[config.mk]
export PLATFORM = sky130hd
export DESIGN_NAME = mem_stage_sram_ctrl_flat
export DESIGN_NICKNAME = d
export VERILOG_FILES = /design/src/rtl/mem_stage_sram_ctrl_if.sv /design/src/rtl/mem_stage_sram_ctrl.sv /design/src/flat_wrapper.sv
export SDC_FILE = /design/constraint.sdc
export NUM_CORES = 1
export LEC_CHECK = 0
export CORE_UTILIZATION = 31
export DETAILED_ROUTE_END_ITERATION = 8
export PLACE_DENSITY = 0.88
export SYNTH_ARGS = -nofsm -noshare
export SYNTH_HDL_FRONTEND = slang
export SYNTH_SLANG_ARGS = --single-unit
[constraint.sdc]
create_clock -name clk -period 2.3 [get_ports clk]
set_clock_uncertainty 0.2 [all_clocks]
set_input_delay 0.46 -clock clk [delete_from_list [all_inputs] [get_ports clk]]
set_output_delay 0.46 -clock clk [all_outputs]
set_load 0.05 [all_outputs]
[src/rtl/mem_stage_sram_ctrl_if.sv]
// Pipeline-side bundle of the memory stage SRAM controller.
// master = EXE/MEM pipeline side, slave = controller.
interface mem_stage_sram_ctrl_if;
  logic        MEM_R_EN;
  logic        MEM_W_EN;
  logic [31:0] ALU_Res;
  logic [31:0] Val_Rm;
  logic [31:0] readData;
  logic        ready;

  modport master (
    output MEM_R_EN,
    output MEM_W_EN,
    output ALU_Res,
    output Val_Rm,
    input  readData,
    input  ready
  );

  modport slave (
    input  MEM_R_EN,
    input  MEM_W_EN,
    input  ALU_Res,
    input  Val_Rm,
    output readData,
    output ready
  );
endinterface

[src/rtl/mem_stage_sram_ctrl.sv]
// Memory stage: 32-bit LDR/STR as two 16-bit async SRAM accesses.
// Optional MEM_LAST_READ_BUF_EN adds a one-entry last-read buffer.
module mem_stage_sram_ctrl #(
  parameter int ADDR_W      = 18,
  parameter int WAIT_CYCLES = 2,
  parameter int BASE_ADDR   = 1024
) (
  input  logic                  clk,
  input  logic                  rst,
  mem_stage_sram_ctrl_if.slave  bus,
  output logic [ADDR_W-1:0]     SRAM_ADDR,
  output logic [15:0]           SRAM_DQ_OUT,
  input  logic [15:0]           SRAM_DQ_IN,
  output logic                  SRAM_DQ_OE,
  output logic                  SRAM_WE_N
);

  typedef enum logic [1:0] {
    S_IDLE,
    S_LO,
    S_HI,
    S_DONE
  } state_t;

  localparam logic [31:0] LP_BASE = 32'(BASE_ADDR);
  localparam logic [3:0]  LP_LAST = 4'(WAIT_CYCLES - 1);

  state_t             r_state;
  logic [3:0]         r_cnt;
  logic [31:0]        r_read_data;

  logic               w_req;
  logic               w_wr;
  logic               w_rd;
  logic               w_last;
  logic               w_hit;
  logic [31:0]        w_off;
  logic [ADDR_W-2:0]  w_waddr;
  logic               w_unused;

  assign w_req    = bus.MEM_R_EN | bus.MEM_W_EN;
  assign w_wr     = bus.MEM_W_EN;
  assign w_rd     = bus.MEM_R_EN & ~bus.MEM_W_EN;
  assign w_last   = (r_cnt == LP_LAST);
  assign w_off    = bus.ALU_Res - LP_BASE;
  assign w_waddr  = w_off[ADDR_W:2];
  assign w_unused = &{1'b0, w_off[31:ADDR_W+1], w_off[1:0]};

`ifdef MEM_LAST_READ_BUF_EN
  logic               r_buf_v;
  logic [ADDR_W-2:0]  r_buf_addr;
  logic [31:0]        r_buf_data;

  assign w_hit = (r_state == S_IDLE) & w_rd & r_buf_v &
                 (r_buf_addr == w_waddr);
`else
  assign w_hit = 1'b0;
`endif

  assign bus.ready    = ((r_state == S_IDLE) & (~w_req | w_hit)) |
                        (r_state == S_DONE);
  assign bus.readData = r_read_data;

  // SRAM pins decode from the current half being accessed
  always_comb begin
    SRAM_ADDR   = '0;
    SRAM_DQ_OUT = '0;
    SRAM_DQ_OE  = 1'b0;
    SRAM_WE_N   = 1'b1;
    unique case (1'b1)
      (r_state == S_LO): begin
        SRAM_ADDR = {w_waddr, 1'b0};
        if (w_wr) begin
          SRAM_DQ_OUT = bus.Val_Rm[15:0];
          SRAM_DQ_OE  = 1'b1;
          SRAM_WE_N   = 1'b0;
        end
      end
      (r_state == S_HI): begin
        SRAM_ADDR = {w_waddr, 1'b1};
        if (w_wr) begin
          SRAM_DQ_OUT = bus.Val_Rm[31:16];
          SRAM_DQ_OE  = 1'b1;
          SRAM_WE_N   = 1'b0;
        end
      end
      default: ;
    endcase
  end

  // Access FSM: wait counter per half, load data capture, buffer upkeep
  always_ff @(posedge clk or negedge rst) begin
    if (!rst) begin
      r_state     <= S_IDLE;
      r_cnt       <= '0;
      r_read_data <= '0;
`ifdef MEM_LAST_READ_BUF_EN
      r_buf_v     <= 1'b0;
      r_buf_addr  <= '0;
      r_buf_data  <= '0;
`endif
    end else begin
      unique case (r_state)
        S_IDLE: begin
          if (w_req && !w_hit) begin
            r_state <= S_LO;
            r_cnt   <= '0;
          end
`ifdef MEM_LAST_READ_BUF_EN
          if (w_hit)
            r_read_data <= r_buf_data;
`endif
        end
        S_LO: begin
          if (w_last) begin
            r_state <= S_HI;
            r_cnt   <= '0;
            if (w_rd)
              r_read_data[15:0] <= SRAM_DQ_IN;
          end else begin
            r_cnt <= r_cnt + 4'd1;
          end
        end
        S_HI: begin
          if (w_last) begin
            r_state <= S_DONE;
            r_cnt   <= '0;
            if (w_rd)
              r_read_data[31:16] <= SRAM_DQ_IN;
`ifdef MEM_LAST_READ_BUF_EN
            if (w_rd) begin
              r_buf_v    <= 1'b1;
              r_buf_addr <= w_waddr;
              r_buf_data <= {SRAM_DQ_IN, r_read_data[15:0]};
            end else if (r_buf_addr == w_waddr) begin
              r_buf_data <= bus.Val_Rm;
            end
`endif
          end else begin
            r_cnt <= r_cnt + 4'd1;
          end
        end
        S_DONE: r_state <= S_IDLE;
        default: r_state <= S_IDLE;
      endcase
    end
  end

endmodule

[src/flat_wrapper.sv]
// flat-port wrapper written by rule: the top's interface ports become plain ports
module mem_stage_sram_ctrl_flat 
#(
  parameter int ADDR_W      = 18,
  parameter int WAIT_CYCLES = 2,
  parameter int BASE_ADDR   = 1024
)
  (clk, rst, SRAM_ADDR, SRAM_DQ_OUT, SRAM_DQ_IN, SRAM_DQ_OE, SRAM_WE_N, bus_MEM_R_EN, bus_MEM_W_EN, bus_ALU_Res, bus_Val_Rm, bus_readData, bus_ready);
  mem_stage_sram_ctrl_if bus_i ();
  input  logic clk;
  input  logic rst;
  output logic [ADDR_W-1:0] SRAM_ADDR;
  output logic [15:0] SRAM_DQ_OUT;
  input  logic [15:0] SRAM_DQ_IN;
  output logic SRAM_DQ_OE;
  output logic SRAM_WE_N;
  input wire logic [$bits(bus_i.MEM_R_EN)-1:0] bus_MEM_R_EN;
  input wire logic [$bits(bus_i.MEM_W_EN)-1:0] bus_MEM_W_EN;
  input wire logic [$bits(bus_i.ALU_Res)-1:0] bus_ALU_Res;
  input wire logic [$bits(bus_i.Val_Rm)-1:0] bus_Val_Rm;
  output wire logic [$bits(bus_i.readData)-1:0] bus_readData;
  output wire logic [$bits(bus_i.ready)-1:0] bus_ready;
  assign bus_i.MEM_R_EN = bus_MEM_R_EN;
  assign bus_i.MEM_W_EN = bus_MEM_W_EN;
  assign bus_i.ALU_Res = bus_ALU_Res;
  assign bus_i.Val_Rm = bus_Val_Rm;
  assign bus_readData = bus_i.readData;
  assign bus_ready = bus_i.ready;
  mem_stage_sram_ctrl #(.ADDR_W(ADDR_W), .WAIT_CYCLES(WAIT_CYCLES), .BASE_ADDR(BASE_ADDR)) u_core (.clk(clk), .rst(rst), .bus(bus_i), .SRAM_ADDR(SRAM_ADDR), .SRAM_DQ_OUT(SRAM_DQ_OUT), .SRAM_DQ_IN(SRAM_DQ_IN), .SRAM_DQ_OE(SRAM_DQ_OE), .SRAM_WE_N(SRAM_WE_N));
endmodule
---- Yosys cells after proc, flatten, opt, wreduce, memory -nomap -nowiden ----
Index checks and enable logic that the tools add are counted.
cells by class
  bitwise operators ....................... 6
  $add $sub $neg .......................... 2
  muxes and demuxes ....................... 15
  equal/unequal tests ..................... 7
  reductions and logical operators ........ 7
operators by type and width
  operator                                              count
  one-hot mux 18 bit (2 select lines)                   1
  2-to-1 mux 16 bit                                     2
  one-hot mux 16 bit (2 select lines)                   1
  subtractor 19 x 11 -> 19 bit (second input constant)  1
  AND reduction 3 bit                                   3
  2-to-1 mux 4 bit                                      2
  one-hot mux 2 bit (4 select lines)                    1
  one-hot mux 4 bit (2 select lines)                    1
  2-to-1 mux 2 bit                                      3
  != test 2 x 1 -> 1 bit (second input constant)        3
  adder 4 x 1 -> 4 bit (second input constant)          1
  == test 2 bit (second input constant)                 2
  == test 4 x 1 -> 1 bit (second input constant)        1
  2-to-1 mux 1 bit                                      4
  bitwise AND 1 bit                                     2
  == test 2 x 1 -> 1 bit (second input constant)        1
  zero test 2 bit                                       1
  inverter 1 bit                                        2
  bitwise OR 1 bit                                      2
  AND reduction 2 bit                                   1
  nonzero test 2 bit                                    1
  OR reduction 2 bit                                    1
word-level totals
  register bits after elaboration ......... 38
  output and inout bits ................... 69
  word-level logic and storage cells ...... 41

---- Longest topological paths before layout ----
  depth in word-level cells ............... 4
  depth in mapped cells ................... 7
  mapped depth without buffers ............ 5

---- Worst setup path before layout ----
OpenSTA, ideal clock, no wires.
  path type ............................... reg-to-output
  start ................................... register u_core.r_state[0]
  end ..................................... output port SRAM_DQ_OUT[11]
  slack ................................... -0.742 ns
  path buffers ............................ 2
  stages on the path, launching flop included .. 7
  data arrival time ....................... 2.382 ns
  path through ............................ dfrtp_1 > inv_1 > ha_1 > clkbuf_1 > clkbuf_1 > a22oi_1 > nor2_1
between the ends
  cells in the longest elaborated chain, start to end .. 2
RTL lines
  item                                                            line                                                  source
  start, declared                                                 mem_stage_sram_ctrl.sv:28                             state_t r_state;
  start signal, assigned                                          mem_stage_sram_ctrl.sv:94                             r_state <= S_IDLE;
  start signal, assigned                                          mem_stage_sram_ctrl.sv:106                            r_state <= S_LO;
  start signal, assigned                                          mem_stage_sram_ctrl.sv:116                            r_state <= S_HI;
  == test 2 bit / == test 2 x 1 -> 1 bit (equally long branches)  mem_stage_sram_ctrl.sv:79, mem_stage_sram_ctrl.sv:71
  one-hot mux 16 bit (2 select lines) (*)                         mem_stage_sram_ctrl.sv:70                             unique case (1'b1)
  end, declared                                                   flat_wrapper.sv:13                                    output logic [15:0] SRAM_DQ_OUT;
Mark *: on every way between the ends. The rest lies on a longest branch, timed or not.

---- Worst setup path in the final report ----
  start ................................... input port bus_ALU_Res[11]
  end ..................................... output port SRAM_ADDR[14]
between the ends
  cells in the longest elaborated chain, start to end .. 2
RTL lines
  item                                 line                       source
  start, declared                      flat_wrapper.sv:19         input wire logic [$bits(bus_i.ALU_Res)-1:0] bus_ALU_Res;
  subtractor 19 x 11 -> 19 bit         mem_stage_sram_ctrl.sv:45  assign w_off = bus.ALU_Res - LP_BASE;
  one-hot mux 18 bit (2 select lines)  mem_stage_sram_ctrl.sv:70
  end, declared                        flat_wrapper.sv:12         output logic [ADDR_W-1:0] SRAM_ADDR;
No other way between the ends.

==> impl_metrics.py <==
metrics = {
    "outcome": {
        "status": "finished with violations",
        "failed_checks": "setup timing",
    },
    "yosys": {
        "syn_inst": 186,
        "yosysTopAreaCellShare_pct": 46.0,
        "postSynthAreaPerCell_um2": 11.1,
        "synthesis.nets": 278,
        "synth_top_cell_by_area": "dfrtp_1",
        "yosys-top-cells-area": "dfrtp_1, mux2_2, a22oi_1",
        "ys_types": 36,
        "ys_seq_area_share_pct": 46.0,
        "synth_area_um2": 2070,
        "ys_seq_elements": 38,
        "synth-warning-count": 0,
    },
    "finish": {
        "num-fill-cells": 344,
        "drive_gt1_share_pct": 55.6,
        "nNetsFinal": 466,
        "diodes": 0,
        "instances_no_fill": 451,
        "area_growth_pct": 143,
        "multi_input_area_um2": 1500,
        "register_area_um2": 951,
    },
    "drt": {
        "first_pass_iters": 4,
        "via_per_inst": 5.19,
        "vias": 2341,
        "ant_nets": 0,
        "remaining_drc_errors": 0,
        "routedWlPerCell_um": 20.5,
        "wl_mm": 9.25,
        "drt_iter0_drc": 69,
    },
    "pwr": {
        "p_total_mw": 7.87,
        "ir_drop_uv": 1140,
        "power_density_nw_per_um2": 1570,
        "total_leakage_power_nw": 2.06,
    },
    "place": {
        "place_congestion": 0.813,
        "place_inst": 421,
        "numPortBuffers": 137,
        "dp_slack_ns": -0.835,
        "hpwlAfterDp_mm": 5.63,
    },
    "global_route": {
        "grt_pass1_wl_mm": 13.0,
        "grt_max_degree": 39,
        "grt-ovfl-total": 0,
        "gr-usage-all-layers_pct": 23.9,
        "grt_pass1_vias": 2507,
        "antenna_found_initial": 0,
    },
    "floorplanning": {
        "rows": 29,
        "initial_core_util_pct": 32.3,
        "dieArea_um2": 6990,
        "dieHeight_um": 83.6,
        "io_pins": 153,
        "die_w_um": 83.6,
        "placeableCoreArea_um2": 6390,
    },
    "worst_setup_path": {
        "crit_top_cell": "buf_12",
        "slowest_stage": "or4_4",
        "start_kind": "primary input",
        "crit_arrival_ns": 1.96,
        "worstPathCellList": "buf_12, buf_6, or4_4, or3_4, a21oi_4, buf_12",
        "slowest_delay_ns": 0.58,
        "critPathMaxFanout": 5,
        "crit_type": "in2out",
        "worstSetupEndpointType": "output pin",
        "cp.required_ns": 1.64,
    },
    "clocking": {
        "root_buffer": "clkbuf_8",
        "cts.path.max_buffers": 2,
        "clk_pin_slew_ns": 0.06,
        "hold_buffers": 0,
        "cts_made_buffers": 5,
        "htree_levels": 2,
        "cts_tree": "built",
        "clock-sinks": 38,
        "clock_latency_ns": 0.28,
    },
    "timing": {
        "worst_slew_pin_slew_ns": 0.574,
        "finalHoldViolations": 0,
        "min_period_over_period_pct": 114,
        "slew_headroom_pct": 61.4,
        "rsz0062_at_grt": "yes",
        "max_clock_freq_mhz": 382,
        "setup_viol": 44,
        "maxSlewViolCount": 0,
        "fin_tns_setup_ns": -3.30,
        "period_needed_ns": 2.62,
        "setup_slack_ns": -0.315,
    },
    "run": {
        "cap_violations": 0,
    },
    "hold_path": {
        "hp-class": "reg2reg",
    },
}
[what timing repair did]
action / CTS / global route
endpoints found under the hold margin: 0 / 0
pin swaps: 32 / 12
endpoints found under the setup margin: 36 / 34
gates resized for setup: 89 / 25
buffers inserted: 14 / 8
gates cloned: 1 / 3
[synth_stat cells]
cell	number
dfrtp_1	38
mux2_2	33
nor2_1	22
a22oi_1	16
and2_1	8
ha_1	8
o21ai_0	7
a21oi_1	6
inv_1	6
clkbuf_1	5
nand2b_1	3
o31ai_1	3
or3_1	3
and4b_1	2
buf_4	2
buf_6	2
nand3_1	2
nor3b_1	2
a2111oi_0	1
a211o_1	1
a32o_1	1
and3_1	1
buf_1	1
nand2_1	1
nor2b_1	1
nor4b_1	1
o21ai_1	1
o2bb2ai_1	1
or2_2	1
or3b_1	1
or3b_2	1
or3b_4	1
or4_1	1
or4_4	1
xnor2_1	1
xor2_1	1
[path summary, 6_finish.rpt]
kind	from	to	slack (ns)	cells past startpoint
max reg2reg	u_core.r_state[0]	u_core.bus.readData[24]	-0.03	10
max	bus_ALU_Res[11]	SRAM_ADDR[14]	-0.32	6
min	u_core.bus.readData[0]	u_core.bus.readData[0]	0.31	1
min reg2reg	u_core.bus.readData[0]	u_core.bus.readData[0]	0.31	1
max in group asynchronous	rst	u_core.bus.readData[12]	1.18	2
min in group asynchronous	rst	u_core.bus.readData[1]	0.39	2
[registers in the layout, indices dropped and copies added, names as in the netlist]
| register | cells |
|---|---|
| u_core.r_state | 2 |
| u_core.bus.readData | 32 |
| u_core.r_cnt | 4 |
[per-layer routing]
| layer | track usage [%] | share of wire [%] | vias up | wire length (µm) |
|---|---|---|---|---|
| met1 | 25.0 | 36 | 1141 | 3380 |
| met4 | 8.78 | 3.3 | 0 | 306 |
| met5 | 0 | 0 | - | 0 |
| met2 | 44.7 | 52 | 130 | 4830 |
| met3 | 7.32 | 8.0 | 21 | 743 |
| li1 | - | - | 1049 | - |
[cell families after synthesis]
kind of cell / count (synthesis) / synth area share [%]
simple gates: 52 / 14.2
compound gates: 37 / 12.1
fa+ha+maj: 8 / 4.85
mux: 33 / 18.0
buf+inv: 16 / 4.00
flops: 38 / 46.0
xor+xnor: 2 / 0.848
[power by group]
part,switching (mW),internal (mW)
Clock,0.206,0.208
Combinational,3.36,2.96
Sequential,0.180,0.960
Total,3.74,4.13
[worst max-delay path: cells and delay by family]
family / cells / cell delay [ns]
buffers and inverters: 3 / 0.37
AOI/OAI and AO/OA: 1 / 0.17
and+or+nand+nor: 2 / 0.95
[cells in the final DEF (no fill, tap or decap), drive strengths merged, types with 2 or more instances in the layout]
cell / instances
nand3: 2
nor3b: 2
or3b: 3
nand2b: 3
o31ai: 3
a21oi: 6
mux2: 33
ha: 8
and2: 8
and4b: 2
buf: 92
clkdlybuf4s50: 92
clkdlybuf4s15: 2
nor2: 22
clkbuf: 11
o21ai: 8
inv: 4
a22oi: 16
dfrtp: 38
or4: 2
or3: 3
[metrics by stage]
| stage | utilization, % | hold WS [ns] | instance area [µm²] |
|---|---|---|---|
| 4_1_cts | 75.7 | 0.310 | 4830 |
| 6_report | 78.6 | 0.307 | 5020 |
| 5_1_grt | 78.6 | 0.326 | 5020 |
| 2_1_floorplan | - | -0.0356 | 2360 |
| 3_5_place_dp | 68.8 | 0.294 | 4390 |
| 3_3_place_gp | 68.8 | 0.288 | 4390 |
[cell type report]
class | instances | area share (%)
Timing Repair Buffer | 191 | 46.9
Sequential cell | 38 | 18.9
Clock buffer | 7 | 1.52
Tap cell | 77 | 1.92
Inverter | 6 | 0.872
Multi-Input combinational cell | 132 | 29.9
Note: power is estimated with default switching activity, not from simulation.
